### src/rtl/mips_pkg.sv
// Shared definitions for the writeback stage and its iterative multiplier.
package mips_pkg;

  localparam int DATA_W = 32;

  // EX operation codes that start the multiplier
  localparam logic [3:0] ALU_MULT  = 4'b0110;
  localparam logic [3:0] ALU_MULTU = 4'b0111;

  // Writeback source select
  localparam logic [1:0] REGSEL_ALU = 2'd0;
  localparam logic [1:0] REGSEL_HI  = 2'd1;
  localparam logic [1:0] REGSEL_LO  = 2'd2;

  typedef enum logic [1:0] {
    MUL_IDLE = 2'd0,
    MUL_RUN  = 2'd1,
    MUL_FIN  = 2'd2
  } mul_state_e;

  // True when the instruction reads HI or LO and so must wait for the multiplier.
  function automatic logic reads_hilo(input logic [1:0] regsel);
    return (regsel == REGSEL_HI) || (regsel == REGSEL_LO);
  endfunction

endpackage

### src/rtl/mul_iter.sv
// Iterative shift-add multiplier: one partial product per clock, sign applied at the end.
//
// state    | meaning
// ---------+--------------------------------------------------------------
// MUL_IDLE | waiting for start; operands latched on the start edge
// MUL_RUN  | one shift-add step per edge, MUL_STEPS steps in total
// MUL_FIN  | product valid (done = 1); caller latches it on this edge
module mul_iter #(
  parameter int DATA_W    = 32,
  parameter int MUL_STEPS = 32
) (
  input  logic                  clk,
  input  logic                  rst,
  input  logic                  start,
  input  logic                  is_signed,
  input  logic [DATA_W-1:0]     opa,
  input  logic [DATA_W-1:0]     opb,
  output logic                  busy,
  output logic                  done,
  output logic [2*DATA_W-1:0]   product
);
  import mips_pkg::*;

  localparam int PW    = 2 * DATA_W;
  localparam int CNT_W = (MUL_STEPS > 1) ? $clog2(MUL_STEPS) : 1;
  localparam logic [CNT_W-1:0] LAST_STEP = CNT_W'(MUL_STEPS - 1);

  mul_state_e        state_q, state_d;
  logic [CNT_W-1:0]  cnt_q, cnt_d;
  logic [PW-1:0]     acc_q, acc_d;
  logic [PW-1:0]     mcand_q, mcand_d;
  logic [DATA_W-1:0] mplier_q, mplier_d;
  logic              neg_q, neg_d;
  logic [DATA_W-1:0] mag_a, mag_b;

  // Operand magnitudes; the most negative value maps to 2^(DATA_W-1) as an unsigned magnitude.
  always_comb begin
    mag_a = (is_signed && opa[DATA_W-1]) ? -opa : opa;
    mag_b = (is_signed && opb[DATA_W-1]) ? -opb : opb;
  end

  // Next-state and datapath for the shift-add sequence
  always_comb begin
    state_d  = state_q;
    cnt_d    = cnt_q;
    acc_d    = acc_q;
    mcand_d  = mcand_q;
    mplier_d = mplier_q;
    neg_d    = neg_q;
    case (state_q)
      MUL_IDLE: begin
        if (start) begin
          state_d  = MUL_RUN;
          mcand_d  = {{DATA_W{1'b0}}, mag_a};
          mplier_d = mag_b;
          neg_d    = is_signed & (opa[DATA_W-1] ^ opb[DATA_W-1]);
          acc_d    = '0;
          cnt_d    = '0;
        end
      end
      MUL_RUN: begin
        if (mplier_q[0]) acc_d = acc_q + mcand_q;
        mcand_d  = mcand_q << 1;
        mplier_d = mplier_q >> 1;
        cnt_d    = cnt_q + CNT_W'(1);
        if (cnt_q == LAST_STEP) begin
          state_d = MUL_FIN;
          cnt_d   = '0;
        end
      end
      MUL_FIN: begin
        state_d = MUL_IDLE;
      end
      default: begin
        state_d = MUL_IDLE;
      end
    endcase
  end

  // State and datapath registers; reset abandons any multiply in flight
  always_ff @(posedge clk) begin
    if (rst) begin
      state_q  <= MUL_IDLE;
      cnt_q    <= '0;
      acc_q    <= '0;
      mcand_q  <= '0;
      mplier_q <= '0;
      neg_q    <= 1'b0;
    end else begin
      state_q  <= state_d;
      cnt_q    <= cnt_d;
      acc_q    <= acc_d;
      mcand_q  <= mcand_d;
      mplier_q <= mplier_d;
      neg_q    <= neg_d;
    end
  end

  assign busy    = (state_q != MUL_IDLE);
  assign done    = (state_q == MUL_FIN);
  assign product = neg_q ? -acc_q : acc_q;

endmodule

### src/rtl/writeback_stage.sv
// EX/WB pipeline register with HI/LO, writeback source mux, multiplier interlock and GPIO output.
module writeback_stage #(
  parameter int DATA_W    = mips_pkg::DATA_W,
  parameter int MUL_STEPS = DATA_W
) (
  input  logic              clk,
  input  logic              rst,
  input  logic [3:0]        alu_op_EX,
  input  logic [DATA_W-1:0] alu_result_EX,
  input  logic [DATA_W-1:0] opa_EX,
  input  logic [DATA_W-1:0] opb_EX,
  input  logic              enhilo_EX,
  input  logic [1:0]        regsel_EX,
  input  logic              regwrite_EX,
  input  logic [4:0]        rd_EX,
  input  logic              GPIO_out_en_EX,
  output logic              stall_EX,
  output logic              regwrite_WB,
  output logic [4:0]        writeaddr_WB,
  output logic [DATA_W-1:0] writedata_WB,
  output logic [DATA_W-1:0] GPIO_OUT,
  output logic              mul_busy
);
  import mips_pkg::*;

  logic [DATA_W-1:0]   hi_q, hi_d, lo_q, lo_d;
  logic                regwrite_q, regwrite_d;
  logic [4:0]          writeaddr_q, writeaddr_d;
  logic [DATA_W-1:0]   writedata_q, writedata_d;
  logic [DATA_W-1:0]   gpio_q, gpio_d;
  logic                mul_busy_w, mul_done, mul_start, accept;
  logic [2*DATA_W-1:0] mul_product;
  logic [DATA_W-1:0]   wb_src;

  mul_iter #(
    .DATA_W    (DATA_W),
    .MUL_STEPS (MUL_STEPS)
  ) u_mul (
    .clk       (clk),
    .rst       (rst),
    .start     (mul_start),
    .is_signed (alu_op_EX == ALU_MULT),
    .opa       (opa_EX),
    .opb       (opb_EX),
    .busy      (mul_busy_w),
    .done      (mul_done),
    .product   (mul_product)
  );

  // Only HI/LO consumers and new multiplies wait; everything else flows past a busy multiplier.
  assign stall_EX  = mul_busy_w & (enhilo_EX | reads_hilo(regsel_EX));
  assign accept    = ~stall_EX;
  assign mul_start = accept & enhilo_EX;

  // Writeback source select; encoding 3 falls back to the ALU result
  always_comb begin
    case (regsel_EX)
      REGSEL_HI: wb_src = hi_q;
      REGSEL_LO: wb_src = lo_q;
      default:   wb_src = alu_result_EX;
    endcase
  end

  // EX/WB capture: accepted instructions load, stalled cycles insert a bubble
  always_comb begin
    regwrite_d  = 1'b0;
    writeaddr_d = writeaddr_q;
    writedata_d = writedata_q;
    gpio_d      = gpio_q;
    if (accept) begin
      regwrite_d  = regwrite_EX & (rd_EX != 5'd0);
      writeaddr_d = rd_EX;
      writedata_d = wb_src;
      if (GPIO_out_en_EX) gpio_d = opb_EX;
    end
  end

  // HI/LO take the signed-corrected product in the multiplier's final cycle
  always_comb begin
    hi_d = hi_q;
    lo_d = lo_q;
    if (mul_done) begin
      hi_d = mul_product[2*DATA_W-1:DATA_W];
      lo_d = mul_product[DATA_W-1:0];
    end
  end

  // Architectural registers
  always_ff @(posedge clk) begin
    if (rst) begin
      regwrite_q  <= 1'b0;
      writeaddr_q <= '0;
      writedata_q <= '0;
      gpio_q      <= '0;
      hi_q        <= '0;
      lo_q        <= '0;
    end else begin
      regwrite_q  <= regwrite_d;
      writeaddr_q <= writeaddr_d;
      writedata_q <= writedata_d;
      gpio_q      <= gpio_d;
      hi_q        <= hi_d;
      lo_q        <= lo_d;
    end
  end

  assign regwrite_WB  = regwrite_q;
  assign writeaddr_WB = writeaddr_q;
  assign writedata_WB = writedata_q;
  assign GPIO_OUT     = gpio_q;
  assign mul_busy     = mul_busy_w;

endmodule

### config.mk
export PLATFORM = sky130hd
export DESIGN_NAME = writeback_stage
export DESIGN_NICKNAME = d
export VERILOG_FILES = /design/src/rtl/mips_pkg.sv /design/src/rtl/mul_iter.sv /design/src/rtl/writeback_stage.sv
export SDC_FILE = /design/constraint.sdc
export NUM_CORES = 1
export LEC_CHECK = 0
export CORE_ASPECT_RATIO = 1.4
export CORE_MARGIN = 4
export CORE_UTILIZATION = 40
export CTS_CLUSTER_DIAMETER = 50
export DETAILED_ROUTE_END_ITERATION = 6
export PLACE_DENSITY_LB_ADDON = 0.08
export RECOVER_POWER = 25
export SYNTH_ARGS = -nofsm -noshare
export SYNTH_HDL_FRONTEND = slang
export SYNTH_SLANG_ARGS = --single-unit
### constraint.sdc
create_clock -name clk -period 5.9 [get_ports clk]
set_input_delay 1.18 -clock clk [delete_from_list [all_inputs] [get_ports clk]]
set_output_delay 1.18 -clock clk [all_outputs]
set_load 0.03 [all_outputs]
==> results.md <==
* RSZ-0062 raised after global routing: no
* CTS tree: built
* Mux contribution to synthesized area at 0.125%
* Final WL at 52.1 mm
* Top Family by Delay on Critical Path: buffers and inverters
* Yosys reg bits at 302
* Fin crit share at 82.4%
* DP HPWL at 38.6 mm
* Routed Antenna Nets at 0
* Failing checks: capacitance limit, slew limit
* Synth Instances at 2139
* Fin. Hold Viols at 0
* Die W at 182 um
* Yosys cell types at 74
* Max-Cap Viols at 2
* Synth Net Count at 2322
* Post-cts resize count at 0
* Initial Util at 40.4%
* IO Pins at 184
* Clock sinks at 302
* Ys flop type: dfxtp_1
* F_max at 206 MHz
* Port Buf Inserts at 183
* TritonRoute pass-1 iters at 5
* Nature of the critical path startpoint: input port
* Post-Synth XOR/XNOR Area at 9.19%
* Outcome: finished, violations left
* Worst-path clk slew at 0.06 ns
* Hold buffers post-CTS at 0
* FILL cells at 4131
* Critical path's largest stage delay at 1.85 ns
* ANT cells at 0
* Layout Nets at 2418
* Synth Warn # at 0
* Vias in the first global route at 15133
* Share of cells above drive strength 1 at 5.17%
* Worst IR Drop VDD at 0.000178 V
* Clock buffer depth at 3
* Vias per Instance at 5.62
* CORE AREA at 0.0422 sq mm
* CP Buf/Inv Count at 2
* DR DRC count at 0
* Slowest-stage cell, CP: clkbuf_2
* CP max FO at 146
* Worst relative slew slack at -83.6%
* Initial antenna violation count at 0
* Ys async rst share at 0%
* Synth Area in Simple Gates at 18.5%
* Worst slew pin tran at 2.75 ns
* Largest net degree at the start of global routing at 147
* Static leakage at 0.00828 uW
* Slew Limit Fails at 276
* Crit path cell chain: clkbuf_2 > clkbuf_4 > nor2_1 > a22o_1
* Post-synthesis compound-gate area fraction at 27.3%
* Worst Path Arrival at 5.27 ns
* Placer Congestion at 0.878
* Min Hold Slack at 0.449 ns
* CTS Buf Count at 36
* Global-route wire length before repair at 82.1 mm
* Area Growth Syn to Fin at 20.5%
* WL per Instance at 18.5 um
* Vias at 15770
* Setup Skew at 0.0210 ns
* Number of synthesized flops with an enable pin at 0
* GR Util All Layers at 21.6%
* Die Area at 0.0460 sq mm
* Area share of fa/ha/maj cells after synthesis at 5.25%
* Final min period at 4.86 ns
* Post-CTS setup buffer count at 0
* Mapped cell area at 0.0171 sq mm
* Required time of the critical path at 6.31 ns
* H-tree depth at 2
* Root buffer cell: clkbuf_16
* Power, Total at 5360 uW
* Largest family of logic cells by synthesized area: compound AO/OA/AOI/OAI gates
* CP Class: in -> reg
* Final core utilization at 48.7%
* Crit end category: flop
* Seq/Total Area, Yosys at 35.5%
* Mean post-synth cell area at 7.97 sq um
* Worst Hold Class: reg -> reg
* Pwr dens at 261 mW/mm^2
* Clk_lat worst skew at 0.53 ns
* Die Height at 252 um
* Initial DRC count at 985
* Final setup fails at 0
* Global-route congestion overflow total at 0
* Site row count at 89
* Setup TNS at 0 ns
## placed cells by master (no fill, tap or decap), drive strengths merged, types with 7 or more instances in the layout
cell	netlist	final
nor2	336	336
dfxtp	302	302
nand2	209	209
a21oi	182	182
clkdlybuf4s50	0	146
o21ai	122	122
xor2	113	113
ha	70	70
xnor2	66	66
a211oi	65	65
a22oi	63	63
a222oi	56	56
clkbuf	136	50
a21o	45	45
inv	43	45
dlygate4sd3	0	36
o31ai	35	35
a221o	33	33
nor3	22	22
nand4	18	18
buf	8	18
or4	18	18
nand2b	17	17
o41ai	16	16
nor4	16	16
nand3	14	14
o21bai	13	13
or2	12	12
nor2b	12	12
or3	11	11
and3	9	9
and2	8	8
o21a	7	7
bufinv	0	7
clkinv	0	7
## metrics by stage
stage          area [sq um]  instances  setup WS (ns)
2_1_floorplan         17100       2139           2.20
3_3_place_gp          19200       2743           1.18
3_5_place_dp          19200       2743           1.14
4_1_cts               20600       2808           1.14
5_1_grt               20500       2808          0.652
6_report              20500       2808           1.04
## where the power goes
group / switching [uW] / internal, uW
Combinational: 436 / 277
Clock: 914 / 1570
Sequential: 51.2 / 2110
## routing by layer
layer	vias up	GRT usage, %	wire length, um
met3	76	2.97	2050
li1	7997	-	-
met2	296	40.3	26900
met5	-	0	0
met1	7401	25.8	21800
met4	0	5.94	1340
## cells in the mapped netlist, types with 3 or more instances
master,n,area [sq um]
clkbuf_1,136,510
or2_2,11,68.8
buf_1,8,30.0
and2_1,6,37.5
o21a_1,7,52.6
o41ai_1,16,140
a211o_1,5,43.8
a22oi_1,63,473
a21o_1,45,338
o21bai_1,13,97.6
or3_1,10,62.6
o31ai_1,34,255
a2111oi_0,4,35.0
ha_1,70,876
a41oi_1,3,26.3
a31oi_1,3,18.8
a211oi_1,65,488
nor4b_1,3,26.3
nor2_1,336,1260
nand2_1,208,781
a222oi_1,56,561
xor2_1,113,990
nand4_1,18,113
a21oi_1,181,906
or4_1,14,105
dfxtp_1,302,6050
nand2b_1,17,106
inv_1,42,158
a221o_1,33,330
nor3_1,22,110
nor2b_1,12,75.1
o21ai_0,121,606
xnor2_1,66,578
nor4_1,14,87.6
nor3b_1,3,22.5
a221oi_1,3,26.3
or4_4,4,45.0
nand3_1,14,70.1
o22ai_1,3,18.8
and3_1,9,56.3
## cell type report
type | instances | area, sq um | share of cell area, %
repair buffers | 202 | 1970 | 9.58
clock inverters | 17 | 298 | 1.45
inverters | 43 | 161 | 0.785
clock buffers | 48 | 1050 | 5.10
flip-flops and latches | 302 | 6050 | 29.4
multi-input cells | 1650 | 10300 | 50.3
well taps | 546 | 683 | 3.32
## worst paths after layout
check | from | end | slack, ns | depth (start not counted)
max | rst | u_mul.acc_q[34] | 1.04 | 4
min | GPIO_OUT[10] | GPIO_OUT[10] | 0.45 | 2
max reg2reg | u_mul.acc_q[32] | u_mul.acc_q[61] | 1.89 | 12
min reg2reg | GPIO_OUT[10] | GPIO_OUT[10] | 0.45 | 2
## sequential cells by signal, indices dropped and copies added (netlist names)
| name | cells |
|---|---|
| u_mul.cnt_q | 5 |
| u_mul.neg_q | 1 |
| u_mul.state_q | 2 |
| GPIO_OUT | 32 |
| writeaddr_WB | 5 |
| u_mul.mcand_q | 64 |
| writedata_WB | 32 |
| u_mul.mplier_q | 32 |
| u_mul.acc_q | 64 |
| lo_q | 32 |
| hi_q | 32 |
| regwrite_WB | 1 |
## worst min-delay path: cells and delay by family (launching register included)
kind,cells,cell delay (ns)
compound gates,1,0.05
simple gates,1,0.05
flops,1,0.30
## cell families after synthesis
family                   after synthesis
AO/OA/AOI/OAI                        682
buffers and inverters                187
multiplexers                           2
XOR/XNOR                             179
AND/OR/NAND/NOR                      716
adder cells (fa/ha/maj)               71
flip-flops                           302
(Power assumes the default switching activity.)
